### src/rtl/tis_port_arbiter.sv
// tis_port_arbiter: one read or write at a time over four neighbour ports, with fixed,
// ANY (round-robin) and LAST port selection plus a one-cycle done pulse.
module tis_port_arbiter (
   input  logic        clk,
   input  logic        rst,
   input  logic        rd_req,
   input  logic        wr_req,
   input  logic [2:0]  sel,
   input  logic [7:0]  wr_data,
   input  logic [31:0] in_data,
   input  logic [3:0]  in_valid,
   output logic [3:0]  in_ready,
   output logic [7:0]  out_data,
   output logic [3:0]  out_valid,
   input  logic [3:0]  out_ready,
   output logic [7:0]  rd_data,
   output logic        done,
   output logic [1:0]  last_port,
   output logic        last_vld
);

   typedef enum logic [1:0] {StIdle, StRdWait, StWrWait, StDone} state_e;

   localparam logic [2:0] SelAny  = 3'd4;
   localparam logic [2:0] SelLast = 3'd5;
   localparam logic [2:0] SelNil  = 3'd6;

   state_e     state_q, state_d;
   logic [2:0] sel_q, sel_d;
   logic [7:0] wr_data_q, wr_data_d;
   logic [7:0] rd_data_q, rd_data_d;
   logic [1:0] rr_rd_q, rr_rd_d;
   logic [1:0] rr_wr_q, rr_wr_d;
   logic [1:0] last_port_q, last_port_d;
   logic       last_vld_q, last_vld_d;

   logic [2:0] sel_eff;
   logic       is_any;
   logic [3:0] hs_src;
   logic [3:0] hs;
   logic [1:0] rr_start;
   logic [1:0] win;
   logic       fire;

   // First set bit of req scanning start, start+1, ... (mod 4).
   function automatic logic [1:0] rr_first(input logic [3:0] req, input logic [1:0] start);
      logic [1:0] idx;
      rr_first = start;
      for (int k = 3; k >= 0; k--) begin
         idx = start + 2'(k);
         if (req[idx]) rr_first = idx;
      end
   endfunction

   always_comb begin
      // LAST is resolved when the request is latched; last_port cannot move while waiting.
      sel_eff = sel;
      if (sel == SelLast) sel_eff = last_vld_q ? {1'b0, last_port_q} : SelNil;

      is_any   = (sel_q == SelAny);
      hs_src   = (state_q == StRdWait) ? in_valid :
                 (state_q == StWrWait) ? out_ready : 4'b0000;
      rr_start = (state_q == StRdWait) ? rr_rd_q : rr_wr_q;
      win      = is_any ? rr_first(hs_src, rr_start) : sel_q[1:0];
      hs       = 4'b0000;
      if (hs_src[win]) hs[win] = 1'b1;
      fire     = |hs;

      in_ready  = (state_q == StRdWait) ? hs : 4'b0000;
      out_valid = 4'b0000;
      if (state_q == StWrWait) out_valid = is_any ? hs : (4'b0001 << sel_q[1:0]);
      out_data  = (state_q == StWrWait) ? wr_data_q : 8'h00;
      done      = (state_q == StDone);
      rd_data   = rd_data_q;
      last_port = last_port_q;
      last_vld  = last_vld_q;
   end

   always_comb begin
      state_d     = state_q;
      sel_d       = sel_q;
      wr_data_d   = wr_data_q;
      rd_data_d   = rd_data_q;
      rr_rd_d     = rr_rd_q;
      rr_wr_d     = rr_wr_q;
      last_port_d = last_port_q;
      last_vld_d  = last_vld_q;
      case (state_q)
         StIdle: begin
            if (rd_req || wr_req) begin
               sel_d = sel_eff;
               if (!rd_req) wr_data_d = wr_data;
               if (sel_eff > SelAny) begin
                  state_d = StDone;
                  if (rd_req) rd_data_d = 8'h00;
               end else begin
                  state_d = rd_req ? StRdWait : StWrWait;
               end
            end
         end
         StRdWait, StWrWait: begin
            if (fire) begin
               state_d = StDone;
               if (state_q == StRdWait) rd_data_d = in_data[{win, 3'b000} +: 8];
               if (is_any) begin
                  if (state_q == StRdWait) rr_rd_d = win + 2'd1;
                  else                     rr_wr_d = win + 2'd1;
                  last_port_d = win;
                  last_vld_d  = 1'b1;
               end
            end else if (!((state_q == StRdWait) ? rd_req : wr_req)) begin
               state_d = StIdle;
            end
         end
         StDone:  state_d = StIdle;
         default: state_d = StIdle;
      endcase
   end

   always_ff @(posedge clk or posedge rst) begin
      if (rst) begin
         state_q     <= StIdle;
         sel_q       <= 3'd0;
         wr_data_q   <= 8'h00;
         rd_data_q   <= 8'h00;
         rr_rd_q     <= 2'd0;
         rr_wr_q     <= 2'd0;
         last_port_q <= 2'd0;
         last_vld_q  <= 1'b0;
      end else begin
         state_q     <= state_d;
         sel_q       <= sel_d;
         wr_data_q   <= wr_data_d;
         rd_data_q   <= rd_data_d;
         rr_rd_q     <= rr_rd_d;
         rr_wr_q     <= rr_wr_d;
         last_port_q <= last_port_d;
         last_vld_q  <= last_vld_d;
      end
   end

endmodule

### config.mk
export PLATFORM = sky130hd
export DESIGN_NAME = tis_port_arbiter
export DESIGN_NICKNAME = d
export VERILOG_FILES = /design/src/rtl/tis_port_arbiter.sv
export SDC_FILE = /design/constraint.sdc
export NUM_CORES = 1
export LEC_CHECK = 0
export ABC_AREA = 0
export CAP_MARGIN = 20
export CELL_PAD_IN_SITES_DETAIL_PLACEMENT = 0
export CELL_PAD_IN_SITES_GLOBAL_PLACEMENT = 1
export CORE_MARGIN = 5
export CORE_UTILIZATION = 35
export DETAILED_ROUTE_END_ITERATION = 8
export PLACE_DENSITY_LB_ADDON = 0.1
export RECOVER_POWER = 50
export SYNTH_ARGS = -nofsm -noshare
export SYNTH_HDL_FRONTEND = slang
export SYNTH_SLANG_ARGS = --single-unit
### constraint.sdc
create_clock -name clk -period 7.75 [get_ports clk]
set_clock_uncertainty 0.15 [all_clocks]
set_input_delay 1.55 -clock clk [delete_from_list [all_inputs] [get_ports clk]]
set_output_delay 1.55 -clock clk [all_outputs]
set_load 0.02 [all_outputs]
After elaboration in Yosys (flattened, before gate mapping). Cells that the tools add are included.

Add/sub/neg operators: 4. Magnitude comparators: 7. Equal/unequal tests: 11. Shifts and indexed selects: 2. Mux-type cells: 40. Bitwise gates (word level): 2. Reductions and logical operators: 13.

Operators with widths (count): $mux 8 (6); $shiftx 32x6->8 (1); $mux 4 (6); $mux 2 (11); $pmux 8 s2 (1); $lt 2x3->1 const B (5); $bmux 1 s2 (5); $ne 2x2->1 const B (5); $reduce_and 4->1 (2); $mux 1 (7); $eq 3x3->1 const B (2); $mux 3 (2); $pmux 2 s3 (1); $reduce_and 3->1 (2); $reduce_and 6->1 (1); $add 2x1->2 const B (2); $add 2x2->2 const B (2); $eq 2x2->1 const B (2); $reduce_and 2->1 (2); $reduce_or 4->1 (1); $shl 1x2->4 const A (1); $gt 3x3->1 const B (1); $ne 3x3->1 const B (1); $demux 1 s2 (1); 8 further kinds (9).

Bits in registers: 28. Bits of input ports: 55. Output and inout port bits: 28.

Logic depth before layout (Yosys ltp). Gate-level depths: netlist of run 1.

Depth in word-level cells: 18. Depth in mapped cells: 14. Gate-level depth less buffers: 10.

Least setup slack after synthesis of run 1. OpenSTA, ideal clock, no wires.

Kind: in2out. Start: input port in_valid[3]. End: output port out_valid[3]. Arrival: 3.389 ns. Path slack: 2.661 ns. Stages: 8. Buffers on the path: 1. Cells stage by stage: nand2_1 -> o21a_1 -> a21oi_1 -> o221a_2 -> nor3_4 -> buf_2 -> nor2_1 -> o41ai_1.

Longest elaborated chain between the ends: 15. Elaborated cells on any way between the ends: 24. Classes of those cells: order compare (2); mux (21); reduce/logical (1).

Ends and longest elaborated chain: from (decl) (line 11) `input logic [3:0] in_valid,`; $mux 4 * (line 61) `hs_src = (state_q == StRdWait) ? in_valid :`; $bmux 1 s2 (line 51) `if (req[idx]) rr_first = idx;`; $mux 1 (not written as such) (line 51); $mux 2 (4 in series) (line 51); $mux 2 (line 64) `win = is_any ? rr_first(hs_src, rr_start) : sel_q[1:0];`; $lt 2x3->1 (not written as such) / $ge 2x1->1 (equally long branches) (line 66) `if (hs_src[win]) hs[win] = 1'b1;`; $logic_and 1x1->1 (not written as such) (line 66); $mux 1 (not written as such) (line 66); $demux 1 s2 (line 66); $mux 4 * (line 66); $mux 4 * (2 in series) (line 71) `if (state_q == StWrWait) out_valid = is_any ? hs : (4'b0001 << sel_q[1:0]);`; to (decl) (line 14) `output logic [3:0] out_valid,`.

Every way passes the cells marked *; elsewhere a longest branch is shown, timed or not. The select of a mux whose other input is x is not followed.

Worst setup path after layout of run 1.
Start: input port in_valid[2]. End: output port out_valid[3].

The elaborated chain is that of the path after synthesis.

==> impl_metrics.env, run 1 <==
export IMPL_hold_buffers=0
export IMPL_p_clk_share_pct=10.1
export IMPL_dr_pass1_iters=4
export IMPL_hold_path_class="register to register"
export IMPL_clkLatencyLatePin_ns=0.28
export IMPL_io_buffers=82
export IMPL_worst_r2r_cell_count=9
export IMPL_cts_max_level=1
export IMPL_grt_pass1_wl_um=9600
export IMPL_gp_congestion=0.759
export IMPL_cp_start_kind="input port"
export IMPL_first_global_vias=1943
export IMPL_tns_ns=0
export IMPL_hold_viol_final=0
export IMPL_cts_root_buffer="clkbuf_8"
export IMPL_met2_length_um=2880
export IMPL_p_comb_share_pct=66.6
export IMPL_worstMarginPinSlew_ns=1.12
export IMPL_yosysTopAreaCell="dfrtp_1"
export IMPL_cap_violations=0
export IMPL_ant_nets=0
export IMPL_ys_top_cells_by_area="dfrtp_1, mux4_2, mux2_2"
export IMPL_p_total_w=0.00113
export IMPL_dr_wl_met3_um=370
export IMPL_die_h_um=87.5
export IMPL_cts_setup_buffers=0
export IMPL_post_route_period_util_pct=79.3
export IMPL_grt_overflow=0
export IMPL_r2r_slack_ns=3.71
export IMPL_ys_flop_type="dfrtp_1"
export IMPL_syn_area_per_cell_sq_um=10.5
export IMPL_outcome="finished clean"
export IMPL_dp_hpwl_um=4640
export IMPL_critPathKind="input port to output pin"
export IMPL_synth_most_common_cell="dfrtp_1"
export IMPL_synth_top_cell_area_share_pct=33.3
export IMPL_synth_area_sq_um=2100
export IMPL_nNetsFinal=338
export IMPL_wl_per_cell_um=16.8
export IMPL_whs_ns=0.344
export IMPL_cts_tree="built"
export IMPL_dieArea_sq_um=7660
export IMPL_areaGrowthSynthToFinish_pct=44.1
export IMPL_stdcell_count=353
export IMPL_antenna_found_initial=0
export IMPL_slew_viol_final=0
export IMPL_rows=28
export IMPL_synth_edff_count=0
export IMPL_remaining_drc_errors=0
export IMPL_synth_commonest_cells="dfrtp_1, nand2_1, mux2_2"
export IMPL_hold_depth=1
export IMPL_cp_max_fo=15
export IMPL_p_sw_share_pct=43.2
export IMPL_viasPerCell=5.36
export IMPL_drtIter0Drc=119
export IMPL_grt_max_degree=31
export IMPL_die_width_um=87.5
export IMPL_ir_drop_v=0.000175
export IMPL_routed_wl_um=5920
export IMPL_netlist_instances=200
export IMPL_diodes=0
export IMPL_endpoint_kind="output pin"
export IMPL_cts_sink_count=28
export IMPL_vias=1892
export IMPL_ys_async_sr_fraction_pct=100
export IMPL_start_util_pct=35.7
export IMPL_seq_area_frac_synth_pct=33.3
export IMPL_critPathRequiredTime_ns=6.05
export IMPL_cts_clk_slew_worst_paths_ns=0.10
export IMPL_cts_buffers_inserted=3
export IMPL_fmax_mhz=163
export IMPL_p_leak_nw=1.19
export IMPL_highest_signal_layer="met4"
export IMPL_io_pins=83
export IMPL_synth_cell_type_count=57
export IMPL_switchingPower_w=0.000489
export IMPL_drive_above_1_share_pct=14.4
export IMPL_power_frac_seq_pct=23.3
export IMPL_dpl_cell_count=349
export IMPL_syn_nets=259
export IMPL_r2r_start="state_q[1]$_DFFE_PP0P_"
export IMPL_clk_path_buf_depth=2
export IMPL_r2r_end="rr_rd_q[1]$_DFFE_PP0P_"
export IMPL_core_sq_um=5890
export IMPL_rsz0062_at_grt="false"
export IMPL_worstHoldStart="rd_data[1]$_DFFE_PP0P_"
export IMPL_powerDensity_nw_per_um2=374
export IMPL_cts_resized=0
export IMPL_finalCriticalPeriod_ns=6.15
export IMPL_hold_path_end="rd_data[1]$_DFFE_PP0P_"
export IMPL_yosysWarnings=0
export IMPL_ys_seq_elements=28
export IMPL_maxSlewHeadroom_pct=25.7
export IMPL_setup_viol=0
export IMPL_wl_met1_um=2580
export IMPL_track_usage_pct=15.7
export IMPL_p_int_w=0.000643
export IMPL_arrival_ns=4.45
[per-layer routing]
metal	global-route usage, %	vias up
li1	-	932
met1	21.3	907
met2	25.3	46
met3	3.22	7
met4	4.32	0
met5	0	-
[cell families (layout without fill, tap and decap cells)]
kind of cell               count (synthesis)  in the layout  share of synthesized area (%)
muxes                                     28             28                           19.4
buffers and inverters                     19             97                           5.06
and+or+nand+nor                           67             67                           18.9
DFF                                       28             28                           33.3
adders and majority gates                  4              4                           2.38
xor gates and xnor gates                   1              1                          0.417
AOI/OAI and AO/OA                         53             53                           20.5
[flip-flops by register name, indices dropped and copies added, names as in the netlist]
register / cells
last_port: 2
last_vld: 1
rd_data: 8
rr_rd_q: 2
rr_wr_q: 2
sel_q: 3
state_q: 2
wr_data_q: 8
[worst max path at each step]
stage	from	to	slack, ns	cells after the start
finish	in_valid[2]	out_valid[3]	1.60	9
global route	out_ready[2]	out_valid[3]	1.34	9
CTS	in_valid[2]	out_valid[3]	1.60	9
detailed placement	in_valid[2]	out_valid[3]	1.61	9
global placement	out_ready[2]	out_valid[3]	1.66	9
floorplan	in_valid[3]	out_valid[3]	2.66	8
[power by group through the flow]
stage / clock (W) / sequential [W] / combinational, W
after floorplan: 0 / 0.000275 / 0.000550
after global placement: 0 / 0.000266 / 0.000763
after detailed placement: 0 / 0.000268 / 0.000764
after CTS: 0.000119 / 0.000264 / 0.000767
after global routing: 0.000125 / 0.000277 / 0.000822
final: 0.000114 / 0.000264 / 0.000754
[layout by cell type (no fill, tap or decap), drive strengths merged, types with 2 or more instances in the layout]
| cell type | Yosys | layout |
|---|---|---|
| a211oi | 2 | 2 |
| a21oi | 5 | 5 |
| a22oi | 2 | 2 |
| a2bb2oi | 3 | 3 |
| a31oi | 3 | 3 |
| a32o | 9 | 9 |
| and2 | 9 | 9 |
| and4 | 2 | 2 |
| clkbuf | 3 | 4 |
| clkdlybuf4s50 | 0 | 77 |
| dfrtp | 28 | 28 |
| dlygate4sd3 | 0 | 5 |
| ha | 4 | 4 |
| inv | 9 | 9 |
| mux2 | 16 | 16 |
| mux2i | 4 | 4 |
| mux4 | 8 | 8 |
| nand2 | 20 | 20 |
| nand2b | 3 | 3 |
| nand3 | 6 | 6 |
| nand3b | 6 | 6 |
| nor2 | 7 | 7 |
| nor2b | 4 | 4 |
| nor3 | 3 | 3 |
| nor3b | 3 | 3 |
| o21a | 3 | 3 |
| o21ai | 10 | 10 |
| o221ai | 2 | 2 |
| o32ai | 2 | 2 |
[worst max-delay path, stage by stage]
cell	delay (ns)
clkdlybuf4s50_1	0.63
o21ai_0	0.11
o21ai_0	0.14
a21oi_1	0.10
o221a_2	0.27
nor3_4	0.54
nor2_1	0.12
o41ai_1	0.29
clkdlybuf4s50_1	0.70
[layout make-up]
type                    count  area, sq um
fillers                   550         2860
multi-input cells         153         1290
repair buffers             84          832
flip-flops and latches     28          701
well taps                  75         93.8
clock buffers               3         41.3
inverters                   9         36.3
clock inverters             1         30.0
[through the flow]
stage | cell area (sq um) | util, % | setup slack, ns
final | 3030 | 51.5 | 1.60
after global routing | 3030 | 51.5 | 1.34
after CTS | 3050 | 51.9 | 1.60
after detailed placement | 2980 | 50.7 | 1.61
after global placement | 2950 | 50.2 | 1.66
after floorplan | 2100 | - | 2.66
No activity file was read; power rests on OpenSTA's default activity.
==> run 2, diff against run 1 <==
--- a/config.mk
+++ b/config.mk
@@ -10,7 +10,7 @@
 export CELL_PAD_IN_SITES_DETAIL_PLACEMENT = 0
 export CELL_PAD_IN_SITES_GLOBAL_PLACEMENT = 1
 export CORE_MARGIN = 5
-export CORE_UTILIZATION = 35
+export CORE_UTILIZATION = 33
 export DETAILED_ROUTE_END_ITERATION = 8
 export PLACE_DENSITY_LB_ADDON = 0.1
 export RECOVER_POWER = 50
==> constraint.sdc (replaced) <==
create_clock -name clk -period 5.9 [get_ports clk]
set_clock_uncertainty 0.15 [all_clocks]
set_input_delay 1.18 -clock clk [delete_from_list [all_inputs] [get_ports clk]]
set_output_delay 1.18 -clock clk [all_outputs]
set_load 0.02 [all_outputs]
==> run 2 against run 1 <==
  * Largest power group unchanged
  * The flow now finishes with violations (capacitance limit, slew limit)
  * Via count up 2.1%
  * Setup slack worse by 1.0 ns
  * Sequential share of layout area down 0.076 points
  * Combinational power up 33%
  * Critical endpoint is now out_valid[1]
  * Power up 33%
  * Clock power up 39%
  * Register-to-register slack worse by 1.8 ns
  * Wire length up 6.9%
==> impl_metrics.env, run 2 (synthesis gave the netlist of run 1 again) <==
export IMPL_grt_max_degree=31
export IMPL_violations="capacitance limit, slew limit"
export IMPL_layout_common_cells="clkdlybuf4s50_1, dfrtp_1, nand2_1"
export IMPL_start_util_pct=33.5
export IMPL_outcome="complete, but fails checks"
export IMPL_clkLatencyLatePin_ns=0.28
export IMPL_core_sq_um=6280
export IMPL_fin_area_sq_um=3040
export IMPL_dp_hpwl_um=4920
export IMPL_nNetsFinal=339
export IMPL_cts_resized=0
export IMPL_cp_start_kind="register"
export IMPL_gp_congestion=0.841
export IMPL_die_width_um=89.8
export IMPL_viasPerCell=5.42
export IMPL_hold_path_class="register to register"
export IMPL_fmax_mhz=188
export IMPL_cts_clk_slew_worst_paths_ns=0.11
export IMPL_areaGrowthSynthToFinish_pct=44.6
export IMPL_mostFrequentLayoutCell="clkdlybuf4s50_1"
export IMPL_tns_ns=0
export IMPL_cts_sink_count=28
export IMPL_cts_max_level=1
export IMPL_cap_violations=1
export IMPL_place_area_sq_um=2970
export IMPL_hold_buffers=0
export IMPL_critPathKind="register to output pin"
export IMPL_routed_wl_um=6330
export IMPL_maxSlewHeadroom_pct=-4.70
export IMPL_io_pins=83
export IMPL_ant_nets=0
export IMPL_slew_viol_final=29
export IMPL_p_leak_nw=1.19
export IMPL_arrival_ns=3.98
export IMPL_cts_buffers_inserted=3
export IMPL_cp_max_fo=30
export IMPL_track_usage_pct=15.8
export IMPL_first_global_vias=2019
export IMPL_dieArea_sq_um=8070
export IMPL_remaining_drc_errors=0
export IMPL_powerDensity_nw_per_um2=496
export IMPL_setup_viol=0
export IMPL_drive_above_1_share_pct=14.7
export IMPL_whs_ns=0.355
export IMPL_endpoint_kind="output pin"
export IMPL_wl_per_cell_um=17.8
export IMPL_grt_overflow=0
export IMPL_drtIter0Drc=78
export IMPL_io_buffers=82
export IMPL_die_h_um=89.8
export IMPL_fin_util_pct=48.4
export IMPL_cts_tree="built"
export IMPL_p_total_w=0.00151
export IMPL_antenna_found_initial=0
export IMPL_clk_path_buf_depth=2
export IMPL_worstMarginPinSlew_ns=1.57
export IMPL_cts_setup_buffers=0
export IMPL_dr_pass1_iters=4
export IMPL_hold_viol_final=0
export IMPL_diodes=0
export IMPL_critPathRequiredTime_ns=4.57
export IMPL_grt_pass1_wl_um=10700
export IMPL_ir_drop_v=0.000239
export IMPL_vias=1931
export IMPL_cts_root_buffer="clkbuf_8"
export IMPL_finalCriticalPeriod_ns=5.31
export IMPL_rows=29
export IMPL_rsz0062_at_grt="false"
export IMPL_post_route_period_util_pct=90.0
run 2: layout make-up:
| cell class | count | area, sq um |
|---|---|---|
| well taps | 77 | 96.3 |
| multi-input cells | 153 | 1290 |
| fillers | 605 | 3240 |
| flip-flops and latches | 28 | 701 |
| repair buffers | 85 | 840 |
| inverters | 9 | 36.3 |
| clock buffers | 3 | 41.3 |
| clock inverters | 1 | 30.0 |
run 2: path summary, 6_finish.rpt:
| kind | from | endpoint | slack, ns | cells past startpoint |
|---|---|---|---|---|
| setup / recovery | state_q[1]$_DFFE_PP0P_ | out_valid[1] | 0.59 | 11 |
| hold / removal | rd_data[1]$_DFFE_PP0P_ | rd_data[1]$_DFFE_PP0P_ | 0.35 | 1 |
| setup reg to reg | state_q[1]$_DFFE_PP0P_ | rd_data[7]$_DFFE_PP0P_ | 1.96 | 9 |
| hold reg to reg | rd_data[1]$_DFFE_PP0P_ | rd_data[1]$_DFFE_PP0P_ | 0.35 | 1 |
| max in group asynchronous | rst | rr_rd_q[1]$_DFFE_PP0P_ | 2.98 | 3 |
| min in group asynchronous | rst | wr_data_q[3]$_DFFE_PP0P_ | 1.71 | 3 |
run 2: per-layer routing:
layer	up-vias	share of wire (%)	GRT usage, %
met5	-	0	0
met4	0	1.4	3.53
met3	6	7.1	5.34
met2	61	47	26.2
met1	942	44	19.9
li1	922	-	-
run 2: per-stage QoR:
step	std cells	setup WS, ns
5_1_grt	356	0.260
3_5_place_dp	352	0.676
4_1_cts	356	0.604
6_report	356	0.588
3_3_place_gp	352	0.634
2_1_floorplan	200	1.55
run 2: where the power goes:
group / leakage (nW) / switching [W] / internal [W]
sequential: 0.349 / 0.0000699 / 0.000277
combinational: 0.810 / 0.000520 / 0.000482
clock: 0.0357 / 0.0000674 / 0.0000910
run 2: critical path, cell delays in order (launching register included):
cell and delay (ns):
dfrtp_1 0.43, inv_1 0.09, ha_1 0.85, nor2b_4 0.12, a22oi_1 0.46, o21a_1 0.21, a211o_1 0.33, inv_4 0.17
nor2_1 0.12, a31oi_1 0.09, nor3_1 0.17, clkdlybuf4s50_1 0.66
